$ cat src/rtl/cobra_hex_display.sv
// Eight-digit multiplexed hex display for the CYBERcobra output word.
// The word is latched once per frame so a digit never shows a half-updated value.
module cobra_hex_display #(
  parameter int DIV = 100000
) (
  input  logic        clk_i,
  input  logic        rst_i,
  input  logic [31:0] data_i,
  input  logic        hold_i,
  input  logic        blank_i,
  input  logic [7:0]  dp_i,
  output logic [7:0]  an_o,
  output logic [6:0]  seg_o,
  output logic        dp_o
);

  localparam int PW = (DIV > 2) ? $clog2(DIV) : 1;
  localparam logic [PW-1:0] PRE_MAX = PW'(DIV - 1);

  logic [PW-1:0] pre;
  logic [2:0]    idx;
  logic [31:0]   sh;
  logic          init;

  logic          slot_end;
  logic          frame_wrap;
  logic [4:0]    shamt;
  logic [3:0]    nib;
  logic [31:0]   upper;
  logic          blank_d;
  logic [7:0]    an_d;
  logic [6:0]    seg_d;
  logic          dp_d;

  function automatic logic [6:0] encode(input logic [3:0] n);
    logic [6:0] s;
    case (n)
      4'h0: s = 7'h40;
      4'h1: s = 7'h79;
      4'h2: s = 7'h24;
      4'h3: s = 7'h30;
      4'h4: s = 7'h19;
      4'h5: s = 7'h12;
      4'h6: s = 7'h02;
      4'h7: s = 7'h78;
      4'h8: s = 7'h00;
      4'h9: s = 7'h10;
      4'hA: s = 7'h08;
      4'hB: s = 7'h03;
      4'hC: s = 7'h46;
      4'hD: s = 7'h21;
      4'hE: s = 7'h06;
      default: s = 7'h0E;
    endcase
    return s;
  endfunction

  assign slot_end   = (pre == PRE_MAX);
  assign frame_wrap = slot_end && (idx == 3'd7);

  always_ff @(posedge clk_i or negedge rst_i) begin
    if (!rst_i) begin
      pre  <= '0;
      idx  <= '0;
      sh   <= '0;
      init <= 1'b1;
    end else begin
      pre <= slot_end ? '0 : pre + PW'(1);
      if (slot_end) idx <= idx + 3'd1;
      // The first cycle after reset always captures, otherwise only at a frame boundary.
      if (init) begin
        sh   <= data_i;
        init <= 1'b0;
      end else if (frame_wrap && !hold_i) begin
        sh <= data_i;
      end
    end
  end

  always_comb begin
    shamt   = {idx, 2'b00};
    nib     = sh[shamt +: 4];
    upper   = sh >> shamt;
    blank_d = blank_i && (idx != 3'd0) && (upper == 32'd0);
    an_d    = 8'hFF;
    seg_d   = 7'h7F;
    dp_d    = 1'b1;
    if (!blank_d) begin
      an_d  = ~(8'd1 << idx);
      seg_d = encode(nib);
      dp_d  = ~dp_i[idx];
    end
  end

  always_ff @(posedge clk_i or negedge rst_i) begin
    if (!rst_i) begin
      an_o  <= 8'hFF;
      seg_o <= 7'h7F;
      dp_o  <= 1'b1;
    end else begin
      an_o  <= an_d;
      seg_o <= seg_d;
      dp_o  <= dp_d;
    end
  end

endmodule

$ cat config.mk
export PLATFORM = sky130hd
export DESIGN_NAME = cobra_hex_display
export DESIGN_NICKNAME = d
export VERILOG_FILES = /design/src/rtl/cobra_hex_display.sv
export SDC_FILE = /design/constraint.sdc
export NUM_CORES = 1
export LEC_CHECK = 0
export ABC_AREA = 1
export CORE_UTILIZATION = 30
export CTS_CLUSTER_SIZE = 24
export DETAILED_ROUTE_END_ITERATION = 10
export PLACE_DENSITY = 0.53
export SYNTH_ARGS = -nofsm -noshare
export SYNTH_HDL_FRONTEND = slang
export SYNTH_SLANG_ARGS = --single-unit
$ cat constraint.sdc
create_clock -name clk_i -period 2.27 [get_ports clk_i]
set_input_delay 0.227 -clock clk_i [delete_from_list [all_inputs] [get_ports clk_i]]
set_output_delay 0.227 -clock clk_i [all_outputs]
set_load 0.01 [all_outputs]
# Yosys cells after proc, flatten, opt, wreduce, memory -nomap -nowiden
# Memories as Yosys holds them, arrays and structs flattened.
# Index checks and enable logic that the tools add are counted.
[totals] latchBits=0 rom_bits=112 elab_cells=34 inputBits=44 ram_bits=0 mem_count=1 regBits=69
[classes] n_mux=8 magnitude_cmp=1 reduce_logical=8 n_eq_ne=2 shifts=3 n_addsub=2 mul=0 n_bitwise=2 div_mod_pow=0
[mem_list] memory="(no name shown)" words=16 width=7 read_ports=1 rd_clocked_by_memory_dff=0 wr=0 line="37" rtl="case (n)"
[op_table] operator="$mux 32" count=2
[op_table] operator="$logic_not 32->1" count=1
[op_table] operator="$shiftx 32x6->4" count=1
[op_table] operator="$shr 32x5->32" count=1
[op_table] operator="$add 17x1->17 const B" count=1
[op_table] operator="$eq 17x17->1 const B" count=1
[op_table] operator="$mux 17" count=1
[op_table] operator="$mux 8" count=1
[op_table] operator="$not 8->8" count=1
[op_table] operator="$shl 1x3->8 const A" count=1
[op_table] operator="$mux 7" count=1
[op_table] operator="$logic_and 1x1->1" count=4
[op_table] operator="$lt 3x4->1 const B" count=1
[op_table] operator="$add 3x1->3 const B" count=1
[op_table] operator="$bmux 1 s3" count=1
[op_table] operator="$eq 3x3->1 const B" count=1
[op_table] operator="$reduce_bool 3->1" count=1
[op_table] operator="$mux 1" count=2
[op_table] operator="$reduce_bool 2->1" count=1
[op_table] operator="$logic_not 1->1" count=1
[op_table] operator="$not 1->1" count=1

# Logic depth before layout (Yosys ltp)
# Gate-level depths: netlist of run 1.
[logic_depth] ltp_word=5 ltp_mapped=18

# Worst setup path after synthesis of run 1
# No wires, ideal clock.
[synth_path] kind="reg-to-reg" from="register idx[0]" to="register seg_o[5]" required_time_ps=2210 t_arrival_ps=2266 stages_incl_launch_ff=19 slack_ps=-57 synth_period_minus_slack_ps=2327 n_path_buf=3 cell_sequence="dfrtp_1 > buf_6 > buf_2 > nand2_1 > o21ai_0 > or2_2 > nand3_1 > nand2_1 > inv_1 > ha_1 > nand2_1 > nor2_1 > o21ai_1 > nor2_1 > nand2_1 > nor2_2 > nand3_2 > buf_6 > nand2_1"
[synth_via] elab_chain_len=4 elab_cells_between_ends=8 cone_classes="shift: 2; mux: 1; reduce/logical: 4; memory: 1"
[synth_rtl] element="start: declaration" line="21" rtl="logic [2:0] idx;"
[synth_rtl] element="start signal: assignment" line="69" rtl="if (slot_end) idx <= idx + 3'd1;"
[synth_rtl] element="parallel branches: the longest is 3 deep, another holds $mem_v2 16x7"
[synth_rtl] element="$mux 7 (*)" line="88" rtl="if (!blank_d) begin"
[synth_rtl] element="via seg_d[5]" line="32" rtl="logic [6:0] seg_d;"
[synth_rtl] element="end signal: assignment" line="102" rtl="seg_o <= seg_d;"
[synth_rtl] element="end: declaration" line="13" rtl="output logic [6:0] seg_o,"
# Mark *: on every way through the listed nets, which the timed path passes.
# A chain may end at the register's enable or synchronous reset.

# Worst setup path after layout of run 1
[layout_path] from="register idx[0]" to="register seg_o[4]"
# The elaborated chain is that of the path after synthesis.

==> out/metrics.yaml, run 1 <==
tns_ps: 0
n_fill_cell: 1350
syn_nets: 600
htree_levels: 3
overflow: 0
root_buffer: "clkbuf_16"
wl_per_cell_um: 12.8
regToRegSetupSlack_ps: 60
cts_made_buffers: 9
endpoint_kind: "flip-flop"
synthCells: 543
diodes: 0
clk_pin_slew_ps: 60
die-area_um2: 13900
firstDrtPassIters: 5
worst_setup_path_start_kind: "flip-flop"
cts_tree: "done"
clock_sinks: 69
synth_area_um2: 4040
drc_errors: 0
gp_congestion: 0.904
port_buffers: 59
antenna_found_initial: 0
top_level_ports: 60
multiInputGateArea_um2: 2000
setup_ws_ps: 56.3
fmax_mhz: 452
final-seq-area_um2: 1750
drt_iter0_drc: 294
finClkSkew_ps: 8.05
start_util_pct: 30.6
vdd_ir_drop_max_mv: 0.295
post-route-period-util_pct: 97.5
yosysMostFrequentCell: "nand2_1"
timing.critical_path.mode_cell: "nand2_1"
crit_path_cell_trace: "buf_6 > clkinv_8 > buf_2 > buf_4 > buf_4 > nand2_1 > nand2_1 > nor2_1 > nand4_1 > nand2_1 > nand3_1 > nand2_1 > nand3_4 > nand2_2"
dp_hpwl_um: 7530
synth_edf_count: 0
placed_cells: 775
maxCapViolCount: 0
worstMarginPinSlew_ps: 765
ys_seq_area_share_pct: 43.3
first_global_vias: 3465
num_rows: 42
yosysTopAreaCell: "dfrtp_1"
crit_type: "reg2reg"
power_density_nw_per_um2: 585
crit_fanout: 7
insertion_delay_ps: 340
setup_violations: 0
syn_area_per_cell_um2: 7.44
yosys-top-cells-area: "dfrtp_1 32%, nand2_1 17%, dfstp_2 11%"
synth-async-reset-ratio_pct: 100
synthFlopType: "dfrtp_1"
grt_pass1_wl_um: 16700
core_area_um2: 13200
layout_min_cycle_time_ps: 2210
max_slew_margin_pct: 49.0
nNetsFinal: 683
post-route-util_pct: 40.6
track_usage_pct: 15.2
cp_slowest_cell: "dfrtp_2"
rsz0062_at_grt: "true"
wl_um: 10300
pre_cts_slack_ps: -19.9
finalHoldViolCount: 0
grt_max_degree: 36
die_w_um: 118
cpPeakStageDelay_ps: 460
drive_above_1_share_pct: 17.1
cp_data_required_time_ps: 2550
area_growth_pct: 32.4
drtAntennaViolNets: 0
outcome: "complete, no violations"
fp.dieH_um: 118
vias_per_cell: 4.58
cp.arrival_ps: 2490
p_leak_nw: 2.62
yosys.cell_types.count: 36
vias: 3698
synth-seq-cells: 69
clk_path_buf_depth: 2
yosys_warnings: 0
hp-class: "in2reg"
final_cells: 807
slew_violations: 0
yosysTopAreaCellShare_pct: 32.2
synthTopCellsByCount: "188 x nand2_1, 74 x nand3_1, 52 x dfrtp_1, 52 x inv_1, 38 x nor2_1"
[flip-flops by register name (all words and copies together), names as in the netlist]
register / count
an_o: 8
init: 1
dp_o: 1
idx: 3
seg_o: 7
sh: 32
pre: 17
[cell type report]
type	count	share of cell area (%)
clock inverter	4	0.421
sequential	69	32.7
inverter	55	4.09
clock buffer	12	4.79
tap	176	4.12
multi-input combinational	397	37.4
timing repair buffer	94	16.5
[critical path, delay by kind of cell (launching register included)]
kind / cells / cell delay (ps)
DFF: 1 / 460
and+or+nand+nor: 9 / 1030
buffers and inverters: 5 / 660
[per-layer routing]
metal	global-route usage (%)	vias up	wire length, um
met3	3.54	10	431
met1	21.3	1707	5060
met5	0	-	0
met4	6.01	0	141
li1	-	1899	-
met2	22.5	82	4690
[cell usage in the layout (no fill, tap or decap), drive strengths merged]
cell	instances
ha	13
nand2	199
clkinvlp	1
a21oi	6
nand3	76
o21ai	25
nor4	5
conb	1
dfstp	17
o211ai	2
xor2	6
a32o	1
clkbuf	13
dfrtp	52
buf	34
clkinv	4
dlygate4sd3	1
or2	2
and3	1
nand3b	2
nand4	8
inv	54
o22ai	2
nor2	40
nor3	6
clkdlybuf4s50	58
nor3b	1
o221a	1
[what timing repair did]
item	in CTS	in global routing
cloned	0	2
setup buffers	0	13
setup endpoints to repair	11	13
gates resized for setup	1	28
hold buffers	1	0
endpoints found under the hold margin	2	0
pin swaps	0	14
[power by group]
| part | switching [mW] | internal (mW) |
|---|---|---|
| combinational | 0.232 | 0.218 |
| sequential | 0.0533 | 1.32 |
| clock | 0.516 | 0.793 |
| total | 0.802 | 2.33 |
[worst paths after layout]
kind	endpoint	depth (start not counted)	start
min reg2reg	pre[0]	1	pre[0]
min	sh[10]	3	data_i[10]
min in group asynchronous	idx[1]	2	rst_i
max reg2reg	seg_o[4]	14	idx[0]
max	seg_o[4]	14	idx[0]
max in group asynchronous	idx[0]	3	rst_i
[cells by family after synthesis]
group | count (synthesis) | synth area share, %
buffers and inverters | 78 | 9.50
and+or+nand+nor | 339 | 36.5
DFF | 69 | 43.3
other | 1 | 0.0928
adders and majority gates | 13 | 4.02
xor gates and xnor gates | 6 | 1.30
AOI/OAI and AO/OA | 37 | 5.32
[metrics by stage]
stage	instance area (um^2)	power, mW	hold slack, ps
2_1_floorplan	4050	1.61	-68.6
3_3_place_gp	4830	1.82	353
3_5_place_dp	4830	1.82	356
4_1_cts	5120	3.14	419
5_1_grt	5350	3.28	435
6_report	5350	3.13	428
Note: power is estimated with default switching activity, not from simulation.
==> inputs of run 2 (changes only) <==
--- a/config.mk
+++ b/config.mk
@@ -6,10 +6,11 @@
 export NUM_CORES = 1
 export LEC_CHECK = 0
 export ABC_AREA = 1
-export CORE_UTILIZATION = 30
+export CAP_MARGIN = 20
+export CORE_UTILIZATION = 49
 export CTS_CLUSTER_SIZE = 24
 export DETAILED_ROUTE_END_ITERATION = 10
-export PLACE_DENSITY = 0.53
+export PLACE_DENSITY = 0.78
 export SYNTH_ARGS = -nofsm -noshare
 export SYNTH_HDL_FRONTEND = slang
 export SYNTH_SLANG_ARGS = --single-unit
==> run 2 against run 1 <==
Total power shrank 11%. Sequential cell count is the same. Critical path depth is 6 lower. Count of clock-buffer cells in the layout did not move. Register-to-register slack better by 80 ps. Wire length shrank 7.4%. Combinational power shrank 4.4%. Fmax increased by 3.9%. Global-route usage grew 8.0 points.
==> out/metrics.yaml, run 2 (synthesis results as in run 1) <==
finClkSkew_ps: 6.91
wl_um: 9560
setup_violations: 0
crit_fanout: 32
cp.arrival_ps: 2360
endpoint_kind: "flip-flop"
r2r-end: "sh[13]"
grt_pass1_wl_um: 15800
drive_above_1_share_pct: 14.0
firstDrtPassIters: 5
layout_min_cycle_time_ps: 2130
die_w_um: 92.8
finalHoldViolCount: 0
power_density_nw_per_um2: 556
start_util_pct: 51.5
largest_registers: "sh (32), pre (17), an_o (8)"
dpl_cell_area_um2: 4780
post-route-period-util_pct: 93.9
htree_levels: 3
tns_ps: 0
layout_commonest_cell: "nand2_1"
worst_setup_path_start_kind: "flip-flop"
finalPower_mw: 2.79
drt_iter0_drc: 202
clock_sinks: 69
most-common-layout-cells: "187 x nand2_1, 74 x nand3_1, 58 x clkdlybuf4s50_1"
regMostFlops: "sh"
rr_worst_depth: 8
fp.dieH_um: 92.8
gp_congestion: 0.939
crit_type: "reg2reg"
wl_per_cell_um: 13.2
vias: 3780
drtAntennaViolNets: 0
outcome: "complete, no violations"
maxCapViolCount: 0
antenna_found_initial: 0
grt_max_degree: 34
clk_pin_slew_ps: 70
area_growth_pct: 24.4
track_usage_pct: 23.2
port_buffers: 59
diodes: 0
r2r-start: "idx[0]"
nNetsFinal: 675
overflow: 0
max_slew_margin_pct: 62.9
root_buffer: "clkbuf_8"
cts_tree: "done"
largest_reg_flops: 32
top_level_ports: 60
dp_hpwl_um: 7120
drc_errors: 0
clk_path_buf_depth: 2
cts_made_buffers: 9
fmax_mhz: 469
core_area_um2: 7850
first_global_vias: 3447
hp-class: "in2async"
n_fill_cell: 732
fin_area_um2: 5030
insertion_delay_ps: 340
slew_violations: 0
num_rows: 32
regToRegSetupSlack_ps: 140
cp_data_required_time_ps: 2500
p_leak_nw: 2.55
vdd_ir_drop_max_mv: 0.357
vias_per_cell: 5.21
die-area_um2: 8610
worstMarginPinSlew_ps: 554
[run 2: cell count changes in the layout (fill, tap and decap cells not counted), moves of 2 or more]
cell / before / now
buf_4: 30 / 24
clkbuf_16: 10 / 0
clkbuf_8: 2 / 10
inv_1: 49 / 51
inv_2: 5 / 3
nand2_1: 181 / 187
nand2_2: 15 / 12
nand2_4: 3 / 0
nand3_1: 72 / 74
nand3_4: 2 / 0
[run 2: repair_timing]
action                                  in CTS  in global routing
endpoints found under the setup margin       0                 15
buffers inserted                             0                  2
hold buffers                                 1                  0
resized for setup                            0                  5
hold endpoints to repair                    12                  0
[run 2: area by class of cell]
type	count	area [um^2]	share of cell area [%]
Multi-Input combinational cell	396	1920	38.1
Sequential cell	69	1750	34.8
Timing Repair Buffer	87	827	16.5
Inverter	55	214	4.26
Clock buffer	12	145	2.89
Tap cell	102	128	2.54
Clock inverter	4	47.5	0.946
[run 2: worst max-delay path by stage]
stage,start,endpoint,depth (start not counted)
6_report,idx[0],sh[13],8
5_1_grt,idx[0],seg_o[3],16
3_5_place_dp,idx[0],seg_o[6],15
2_1_floorplan,idx[0],seg_o[5],18
3_3_place_gp,idx[0],an_o[7],16
4_1_cts,idx[0],seg_o[6],15
[run 2: worst max-delay path, cell delays in order, from the launching register on]
cell and delay (ps):
dfrtp_2 460, buf_4 150, buf_4 150, ha_1 210
ha_1 220, nand4_2 150, nand2_2 350, nand2_1 220
nand2_1 90
[run 2: where the power goes]
group / switching [mW] / internal [mW] / total (mW) / leakage, nW
Sequential: 0.0531 / 1.32 / 1.37 / 0.831
Clock: 0.459 / 0.535 / 0.994 / 0.0964
Combinational: 0.223 / 0.208 / 0.431 / 1.62
[run 2: per-layer routing]
metal / track usage (%) / wire (um) / part of all wire, %
met5: 0 / 0 / 0
met4: 7.31 / 138 / 1.4
met3: 5.09 / 564 / 5.9
met2: 38.2 / 4560 / 48
met1: 30.4 / 4290 / 45
[run 2: metrics by stage]
step | hold WS [ps] | util [%] | cells | worst slack, ps
4_1_cts | 388 | 63.6 | 723 | 74.6
3_5_place_dp | 219 | 61.0 | 706 | 98.8
5_1_grt | 418 | 64.0 | 725 | -18.2
3_3_place_gp | 213 | 61.0 | 706 | 174
6_report | 372 | 64.0 | 725 | 140
2_1_floorplan | -68.6 | - | 543 | 6.93
